### src/rtl/mskaes_sb_serial.sv
// mskaes_sb_serial: serialised masked AES SubBytes layer for a d-share datapath.
//
// The 16-byte shared state is latched on the input handshake and pushed through
// NSB masked S-boxes in 16/NSB chunks. Results are collected into an output state
// register, which is presented with a valid/ready handshake.
//
// Parameters:
//   d    number of shares (>= 2)
//   NSB  parallel S-box instances (1, 2, 4, 8 or 16)
//   LAT  S-box latency in cycles, counted from the feed cycle to the collect cycle (>= 2)
//
// Ports:
//   clk, nrst             clock, synchronous active-low reset
//   in_valid / in_ready   input handshake
//   sh_state_in           shared input state (byte i at [8*d*i +: 8*d], bit j shares at [j*d +: d])
//   rnd_bus0/2/3/4        fresh S-box randomness, required every RUN cycle
//   out_valid / out_ready output handshake
//   sh_state_out          shared output state, same layout as sh_state_in
//
// Build option: define MSKAES_SB_CLEAR_EN to wipe the input latch and output register
// on the output handshake and to force sh_state_out to 0 while out_valid is low.
//
// bp_aes_sbox_msk below is a behavioural stand-in with the netlist's ports and latency
// (it is NOT side-channel secure); replace it with the real gadget netlist for silicon.

module bp_aes_sbox_msk #(
  parameter int unsigned d   = 2,
  parameter int unsigned LAT = 4
) (
  input  logic                         clk,
  input  logic [8*d-1:0]               sh_in,
  input  logic [9*(d*(d-1)/2)-1:0]     rnd_bus0,
  input  logic [3*(d*(d-1)/2)-1:0]     rnd_bus2,
  input  logic [4*(d*(d-1)/2)-1:0]     rnd_bus3,
  input  logic [18*(d*(d-1)/2)-1:0]    rnd_bus4,
  output logic [8*d-1:0]               sh_out
);

  function automatic logic [7:0] gf_mul(input logic [7:0] a, input logic [7:0] b);
    logic [7:0] p;
    logic [7:0] x;
    p = '0;
    x = a;
    for (int i = 0; i < 8; i++) begin
      if (b[i]) p = p ^ x;
      x = {x[6:0], 1'b0} ^ (x[7] ? 8'h1b : 8'h00);
    end
    return p;
  endfunction

  function automatic logic [7:0] aes_sbox(input logic [7:0] a);
    logic [7:0] r;
    logic [7:0] b;
    r = 8'h01;
    b = a;
    // a^254 is the field inverse (0 maps to 0)
    for (int i = 1; i < 8; i++) begin
      b = gf_mul(b, b);
      r = gf_mul(r, b);
    end
    return r ^ {r[6:0], r[7]} ^ {r[5:0], r[7:6]} ^ {r[4:0], r[7:5]} ^ {r[3:0], r[7:4]} ^ 8'h63;
  endfunction

  logic [7:0]     x;
  logic [7:0]     y;
  logic           acc;
  logic [8*d-1:0] sh_res;
  logic [8*d-1:0] pipe_q [LAT-1];
  logic           unused_rnd;

  assign unused_rnd = ^{rnd_bus0, rnd_bus2, rnd_bus3, rnd_bus4};

  always_comb begin
    x      = '0;
    acc    = 1'b0;
    sh_res = '0;
    for (int j = 0; j < 8; j++) x[j] = ^sh_in[j*d +: d];
    y = aes_sbox(x);
    // Fresh masks for shares 0..d-2, last share completes the value
    for (int j = 0; j < 8; j++) begin
      acc = y[j];
      for (int s = 0; s < int'(d) - 1; s++) begin
        sh_res[j*d+s] = rnd_bus0[8*s+j];
        acc           = acc ^ rnd_bus0[8*s+j];
      end
      sh_res[j*d+d-1] = acc;
    end
  end

  always_ff @(posedge clk) begin
    pipe_q[0] <= sh_res;
    for (int i = 1; i < int'(LAT) - 1; i++) pipe_q[i] <= pipe_q[i-1];
  end

  assign sh_out = pipe_q[LAT-2];

endmodule

module mskaes_sb_serial #(
  parameter int unsigned d   = 2,
  parameter int unsigned NSB = 4,
  parameter int unsigned LAT = 4
) (
  input  logic                           clk,
  input  logic                           nrst,
  input  logic                           in_valid,
  output logic                           in_ready,
  input  logic [128*d-1:0]               sh_state_in,
  input  logic [NSB*9*(d*(d-1)/2)-1:0]   rnd_bus0,
  input  logic [NSB*3*(d*(d-1)/2)-1:0]   rnd_bus2,
  input  logic [NSB*4*(d*(d-1)/2)-1:0]   rnd_bus3,
  input  logic [NSB*18*(d*(d-1)/2)-1:0]  rnd_bus4,
  output logic                           out_valid,
  input  logic                           out_ready,
  output logic [128*d-1:0]               sh_state_out
);

  localparam int unsigned HPC2RND = d * (d - 1) / 2;
  localparam int unsigned NCHUNK  = 16 / NSB;
  localparam int unsigned CW      = ($clog2(NCHUNK + 1) > 1) ? $clog2(NCHUNK + 1) : 1;
  localparam int unsigned BW      = 8 * d;
  localparam int unsigned CHW     = NSB * BW;
  localparam logic [CW-1:0] NCHUNK_C = CW'(NCHUNK);

  localparam logic [1:0] StIdle = 2'd0;
  localparam logic [1:0] StRun  = 2'd1;
  localparam logic [1:0] StDone = 2'd2;

  logic [1:0]       state_q, state_d;
  logic [CW-1:0]    fc_q, fc_d;
  logic [CW-1:0]    cc_q, cc_d;
  logic [LAT-2:0]   vld_q;
  logic [LAT-1:0]   vld_all;
  logic             feed;
  logic             exit_vld;
  logic [128*d-1:0] in_state_q;
  logic [128*d-1:0] out_state_q;
  logic [CHW-1:0]   sbox_in;
  logic [CHW-1:0]   sbox_out;

  assign in_ready  = (state_q == StIdle);
  assign out_valid = (state_q == StDone);

  assign feed     = (state_q == StRun) && (fc_q < NCHUNK_C);
  // Bit 0 is the feed cycle itself; the top bit marks the cycle a chunk leaves the S-boxes.
  assign vld_all  = {vld_q, feed};
  assign exit_vld = vld_all[LAT-1];

  always_comb begin
    sbox_in = '0;
    for (int k = 0; k < int'(NCHUNK); k++) begin
      if (fc_q == CW'(k)) sbox_in = in_state_q[k*CHW +: CHW];
    end
  end

  for (genvar j = 0; j < NSB; j++) begin : g_sbox
    bp_aes_sbox_msk #(
      .d   (d),
      .LAT (LAT)
    ) u_sbox (
      .clk      (clk),
      .sh_in    (sbox_in[j*BW +: BW]),
      .rnd_bus0 (rnd_bus0[j*9*HPC2RND +: 9*HPC2RND]),
      .rnd_bus2 (rnd_bus2[j*3*HPC2RND +: 3*HPC2RND]),
      .rnd_bus3 (rnd_bus3[j*4*HPC2RND +: 4*HPC2RND]),
      .rnd_bus4 (rnd_bus4[j*18*HPC2RND +: 18*HPC2RND]),
      .sh_out   (sbox_out[j*BW +: BW])
    );
  end

  always_comb begin
    state_d = state_q;
    fc_d    = fc_q;
    cc_d    = cc_q;
    unique case (state_q)
      StIdle: begin
        if (in_valid) begin
          state_d = StRun;
          fc_d    = '0;
          cc_d    = '0;
        end
      end
      StRun: begin
        if (feed) fc_d = fc_q + 1'b1;
        // Chunks leave the pipeline in feed order, so cc names the exiting chunk
        if (exit_vld) begin
          cc_d = cc_q + 1'b1;
          if (cc_q == NCHUNK_C - 1'b1) state_d = StDone;
        end
      end
      StDone: begin
        if (out_ready) state_d = StIdle;
      end
      default: state_d = StIdle;
    endcase
  end

  always_ff @(posedge clk) begin
    if (!nrst) begin
      state_q     <= StIdle;
      fc_q        <= '0;
      cc_q        <= '0;
      vld_q       <= '0;
      in_state_q  <= '0;
      out_state_q <= '0;
    end else begin
      state_q <= state_d;
      fc_q    <= fc_d;
      cc_q    <= cc_d;
      vld_q   <= vld_all[LAT-2:0];
      if (in_valid && in_ready) in_state_q <= sh_state_in;
      for (int k = 0; k < int'(NCHUNK); k++) begin
        if (exit_vld && (cc_q == CW'(k))) out_state_q[k*CHW +: CHW] <= sbox_out;
      end
`ifdef MSKAES_SB_CLEAR_EN
      if (out_valid && out_ready) begin
        in_state_q  <= '0;
        out_state_q <= '0;
      end
`endif
    end
  end

`ifdef MSKAES_SB_CLEAR_EN
  assign sh_state_out = out_valid ? out_state_q : '0;
`else
  assign sh_state_out = out_state_q;
`endif

endmodule

### config.mk
export PLATFORM = sky130hd
export DESIGN_NAME = mskaes_sb_serial
export DESIGN_NICKNAME = d
export VERILOG_FILES = /design/src/rtl/mskaes_sb_serial.sv
export SDC_FILE = /design/constraint.sdc
export NUM_CORES = 2
export LEC_CHECK = 0
export BUFFER_PORTS_ARGS = -buffer_cell sky130_fd_sc_hd__buf_2
export CORE_ASPECT_RATIO = 1.5
export CORE_MARGIN = 2
export CORE_UTILIZATION = 55
export DETAILED_ROUTE_END_ITERATION = 6
export PLACE_DENSITY_LB_ADDON = 0.3
export SYNTH_ARGS = -nofsm -noshare
export SYNTH_HDL_FRONTEND = slang
export SYNTH_SLANG_ARGS = --single-unit
### constraint.sdc
create_clock -name clk -period 46.9 [get_ports clk]
set_input_delay 4.69 -clock clk [delete_from_list [all_inputs] [get_ports clk]]
set_output_delay 4.69 -clock clk [all_outputs]
set_load 0.01 [all_outputs]
# Yosys cells after proc, flatten, opt, wreduce, memory -nomap -nowiden
# Memory sizes are Yosys's and may differ from the RTL's.
# Index checks and enable logic that the tools add are counted.
totals:
  reg_bits: 523
  ram_bits: 192
  out_inout_bits: 258
  elab_cells: 1708
  mem_count: 4
memory_table:
  columns: ["memory", "words", "width", "rd", "rd_clocked_by_memory_dff", "wr", "line", "rtl"]
  rows:
  - ["g_sbox[0].u_sbox.pipe_q", 3, 16, 3, 0, 3, "68", "logic [8*d-1:0] pipe_q [LAT-1];"]
  - ["g_sbox[1].u_sbox.pipe_q", 3, 16, 3, 0, 3, "68", null]
  - ["g_sbox[2].u_sbox.pipe_q", 3, 16, 3, 0, 3, "68", null]
  - ["g_sbox[3].u_sbox.pipe_q", 3, 16, 3, 0, 3, "68", null]
op_classes:
  n_addsub: 2
  n_lt_le_gt_ge: 1
  eq_ne: 13
  n_mux: 826
  bitwise_logic: 808
  n_reduce_logical: 45
op_table:
  columns: ["op", "count"]
  rows:
  - ["XOR 8 bit", 744]
  - ["two-way mux 8 bit", 420]
  - ["two-way mux 5 bit", 368]
  - ["two-way mux 64 bit", 4]
  - ["XOR reduction 2 bit", 32]
  - ["XOR 1 bit", 32]
  - ["two-way mux 7 bit", 4]
  - ["inverter 1 bit, first input constant", 28]
  - ["two-way mux 6 bit", 4]
  - ["two-way mux 3 bit", 7]
  - ["two-way mux 2 bit", 8]
  - ["two-way mux 4 bit", 4]
  - ["inverter 4 bit", 4]
  - ["equality test 3 x 2 -> 1 bit, second input constant", 4]
  - ["case mux 3 bit (2 select lines)", 2]
  - ["adder 3 x 1 -> 3 bit, second input constant", 2]
  - ["equality test 3 x 1 -> 1 bit, second input constant", 2]
  - ["logical AND 1 bit", 6]
  - ["logical NOT 3 bit", 2]
  - ["!= test 2 bit, second input constant", 3]
  - ["case mux 2 bit (3 select lines)", 1]
  - ["AND reduction 3 bit", 2]
  - ["two-way mux 1 bit", 4]
  - ["!= test 2 x 1 -> 1 bit, second input constant", 2]
  - ["other kinds (6)", 6]

# Longest topological paths before layout
depth:
  ltp_word: 139
  ltp_mapped: 90

# By module
# A second synthesis with hierarchy kept.
unflattened:
  hier_cells: 11723
  area_unflattened_um2: 90484.3
by_module_without_submodules:
  columns: ["module", "instances", "cells_each", "area_each_um2", "seq_area_each_um2"]
  rows:
  - ["bp_aes_sbox_msk", 4, 2266, 17533.1, 960.9]
  - ["mskaes_sb_serial", 1, 2659, 20352.0, 10470.0]

# Worst setup path before layout
# No wires, ideal clock.
synth_timing:
  path_type: "register -> register"
  startpoint: "register fc_q[2]"
  endpoint: "memory g_sbox[1].u_sbox.pipe_q[0][9] in the netlist's numbering"
  t_arrival_ps: 18824
  required_time_ps: 46771
  setup_slack_ps: 27946
  path_stages_with_launch: 78
  n_path_buf: 11
  period_less_slack_ps: 18954
  cell_sequence: "dfxtp_1 > buf_6 > buf_6 > buf_6 > buf_4 > inv_1 > ha_1 > buf_4 > or2_0 > buf_2 > o21ai_2 > inv_2 > buf_4 > ha_1 > inv_1 > a211oi_1 > a22o_1 > o21ai_0 > [... 42 more ...] > xnor3_1 > xnor2_2 > xnor3_2 > xnor2_1 > mux2_2 > a32oi_1 > xnor3_1 > xor2_4 > xnor3_1 > xnor2_1 > and3_1 > o21ai_1 > o21ai_0 > xnor3_1 > xor2_1 > xor2_1 > xnor2_1 > xnor3_1"
synth_rtl:
  columns: ["item", "line", "rtl"]
  rows:
  - ["from (decl)", "130", "logic [CW-1:0] fc_q, fc_d;"]
  - ["from (signal assigned)", "201", "fc_q <= '0;"]
  - ["from (signal assigned)", "208", "fc_q <= fc_d;"]
  - ["to (decl)", "68", null]

==> reports/results.txt <==
outcome - finished with violations
failing checks - DRC
slack of the worst reg-to-reg path - 23.33 ns
hold endpoint - g_sbox[0].u_sbox.pipe_q[0][45]$_DFF_P_
setup_tns - 0 ns
sequential fraction of the synthesis area - 0.164
reg-to-reg endpoint - g_sbox[1].u_sbox.pipe_q[0][3]$_DFF_P_
H-Tree Level Count - 3
critical path required time - 47.45 ns
FF+latch area - 0.0143 sq mm
Core Region - 0.158 sq mm
kind of critical path - reg -> reg
final non-filler cell total - 13738
vias in the first global route - 79836
Die X - 330 microns
Seq cells post-synth - 715
First-pass DRT Iterations - 7
Global Route Usage Sum - 0.352
post-synth net total - 11931
initial antenna violation count - 25
number of port buffers - 549
CTS Buf Count - 68
# setup viols final - 0
unrepaired setup endpoints after global routing - no
CTS Sinks - 715
DRT iter0 DRCs - 8591
most frequent cells in the layout - nand2_1, xnor2_1, nor2_1, dfxtp_1, buf_2
via-per-instance ratio - 6.26
final max-slew violation count - 0
Hold Path Class - reg -> reg
P&R area growth vs syn - 7.76%
FILL cells - 14424
clock latency on the worst-skew pair - 0.71 ns
Final Critical Period - 23.58 ns
fin nets - 12025
synthesized area per cell - 7.60 sq um
Max-slew headroom - 0.136
GPL Wtd Cong - 0.978
I/O pins - 654
commonest non-fill, non-tap cell in the layout - nand2_1
YS warnings - 0
min-delay src - g_sbox[0].u_sbox.pipe_q[0][29]$_DFF_P_
CP Capture Type - flop
CTS clock-pin slew for the worst setup and hold paths - 0.06 ns
CTS tree - done
# Max-Cap Violations - 0
Syn Std Cell Area - 0.0874 sq mm
crit-path max FO - 44
Die Ht - 492 microns
hpwl dp - 221000 microns
multi-input logic area - 0.0696 sq mm
drt total wl - 300000 microns
ys flop type - dfxtp_1
wire length per cell - 21.8 microns
hold_buf cts - 0
Hold Path Cell Cnt - 0
number of setup buffers added after CTS - 0
actual slew at the worst max-slew pin - 1.29 ns
Syn Inst Count - 11497
Tcrit/Tclk final - 0.503
Placed Cells - 13602
WP data arrival - 24.13 ns
Starting Density - 0.553
Worst Setup Start Kind - flop
via count - 85989
Routed Antenna Nets - 0
DR DRC count - 4
post-cts sizing count - 0
grt ovf - 0
skew final - 0.0868 ns
Max Fclk - 42.4 MHz
Netlist cell types - 132
clk root buf - clkbuf_16
FF-to-FF path depth - 70
CP dominant cell by count - xnor2_1
FP Rows - 179
CTS Buffer Depth - 3
R2R Path Start - fc_q[2]$_SDFFE_PN0P_
first-pass GRT wire length - 459000 microns
largest net degree at the start of global routing - 236
max incr delay on CP - 0.92 ns
die area - 0.162 sq mm
slowest CP cell - mux2i_1
post-synthesis async set-or-reset flop share - 0
Hold Vio Cnt, Final - 0
number of synthesized flops with an enable pin - 0
layout cells sized above 1 - 0.118
==> cells in the mapped netlist (all sizes together) (54+ instances only) <==
cell type  instances  share of area
mux2i            221          0.025
o22ai            138          0.010
buf              286          0.018
xnor2           1748           0.19
mux2              60         0.0077
o21ai            476          0.027
a21oi            524          0.030
a31oi            102         0.0074
nand3            260          0.015
dfxtp            715           0.16
and3              60         0.0043
clkbuf           533          0.023
o211ai            81         0.0071
a211oi           107         0.0094
xor2             473          0.051
o31ai             54         0.0049
nand4             68         0.0049
inv               91         0.0039
nor3             313          0.018
a22oi             97         0.0083
and2              71         0.0051
xnor3            322          0.083
a21boi           536          0.046
nor2            1257          0.054
nand2           1932          0.083
==> how the worst max path moves through the flow <==
stage          slack [ns]                 start  cells after the start                                      to
2_1_floorplan       27.95  fc_q[2]$_SDFFE_PN0P_                     77   g_sbox[1].u_sbox.pipe_q[0][9]$_DFF_P_
3_3_place_gp        24.30  fc_q[2]$_SDFFE_PN0P_                     69   g_sbox[1].u_sbox.pipe_q[0][9]$_DFF_P_
3_5_place_dp        23.91  fc_q[2]$_SDFFE_PN0P_                     70   g_sbox[1].u_sbox.pipe_q[0][9]$_DFF_P_
4_1_cts             23.82  fc_q[2]$_SDFFE_PN0P_                     70   g_sbox[1].u_sbox.pipe_q[0][9]$_DFF_P_
5_1_grt             21.81  fc_q[2]$_SDFFE_PN0P_                     70  g_sbox[1].u_sbox.pipe_q[0][13]$_DFF_P_
6_report            23.33  fc_q[2]$_SDFFE_PN0P_                     70   g_sbox[1].u_sbox.pipe_q[0][3]$_DFF_P_
==> area by class of cell <==
class | instances | area share
Clock inverter | 23 | 0.00349
Inverter | 111 | 0.00448
Multi-Input combinational cell | 9852 | 0.739
Clock buffer | 92 | 0.0204
Tap cell | 2081 | 0.0276
Timing Repair Buffer | 843 | 0.0528
Antenna cell | 21 | 0.000558
Sequential cell | 715 | 0.152
==> metal layers <==
metal / share of wire / vias up / global-route usage
met5: 0.00042 / - / 0
met4: 0.076 / 18 / 0.230
met3: 0.078 / 1000 / 0.0454
met2: 0.47 / 4580 / 0.598
met1: 0.37 / 40406 / 0.414
li1: - / 39985 / -
==> metrics by stage <==
stage                     hold WS [ns]  setup slack (ns)  utilization  cell area, sq um
after floorplan                  0.310             27.95            -             87400
after global placement           0.309             24.30        0.581             91900
after detailed placement         0.312             23.91        0.581             91900
after CTS                        0.302             23.82        0.595             94100
after global routing             0.302             21.81        0.595             94200
final                            0.293             23.33        0.596             94200
==> kinds of logic after synthesis <==
| family | synth area share |
|---|---|
| flops | 0.164 |
| mux | 0.0333 |
| compound gates | 0.209 |
| fa+ha+maj | 0.00590 |
| buf+inv | 0.0457 |
| xor+xnor | 0.333 |
| simple gates | 0.209 |
==> critical path, delay by kind of cell, from the launching register on <==
| family | cells | cell delay, ns |
|---|---|---|
| flip-flops | 1 | 0.32 |
| buffers and inverters | 6 | 2.17 |
| AND/OR/NAND/NOR | 15 | 5.62 |
| adder cells (fa/ha/maj) | 3 | 1.31 |
| AO/OA/AOI/OAI | 30 | 8.53 |
| XOR/XNOR | 12 | 3.67 |
| multiplexers | 4 | 1.74 |
==> registers in the layout, summed over array words and instances, names as in the netlist <==
| signal | cells |
|---|---|
| sh_state_out | 256 |
| g_sbox.u_sbox.pipe_q | 192 |
| cc_q | 3 |
| state_q | 2 |
| in_state_q | 256 |
| vld_q | 3 |
| fc_q | 3 |
Power is not shown: default switching activity piles up to over one toggle a cycle in this logic, so the estimate is an artifact.
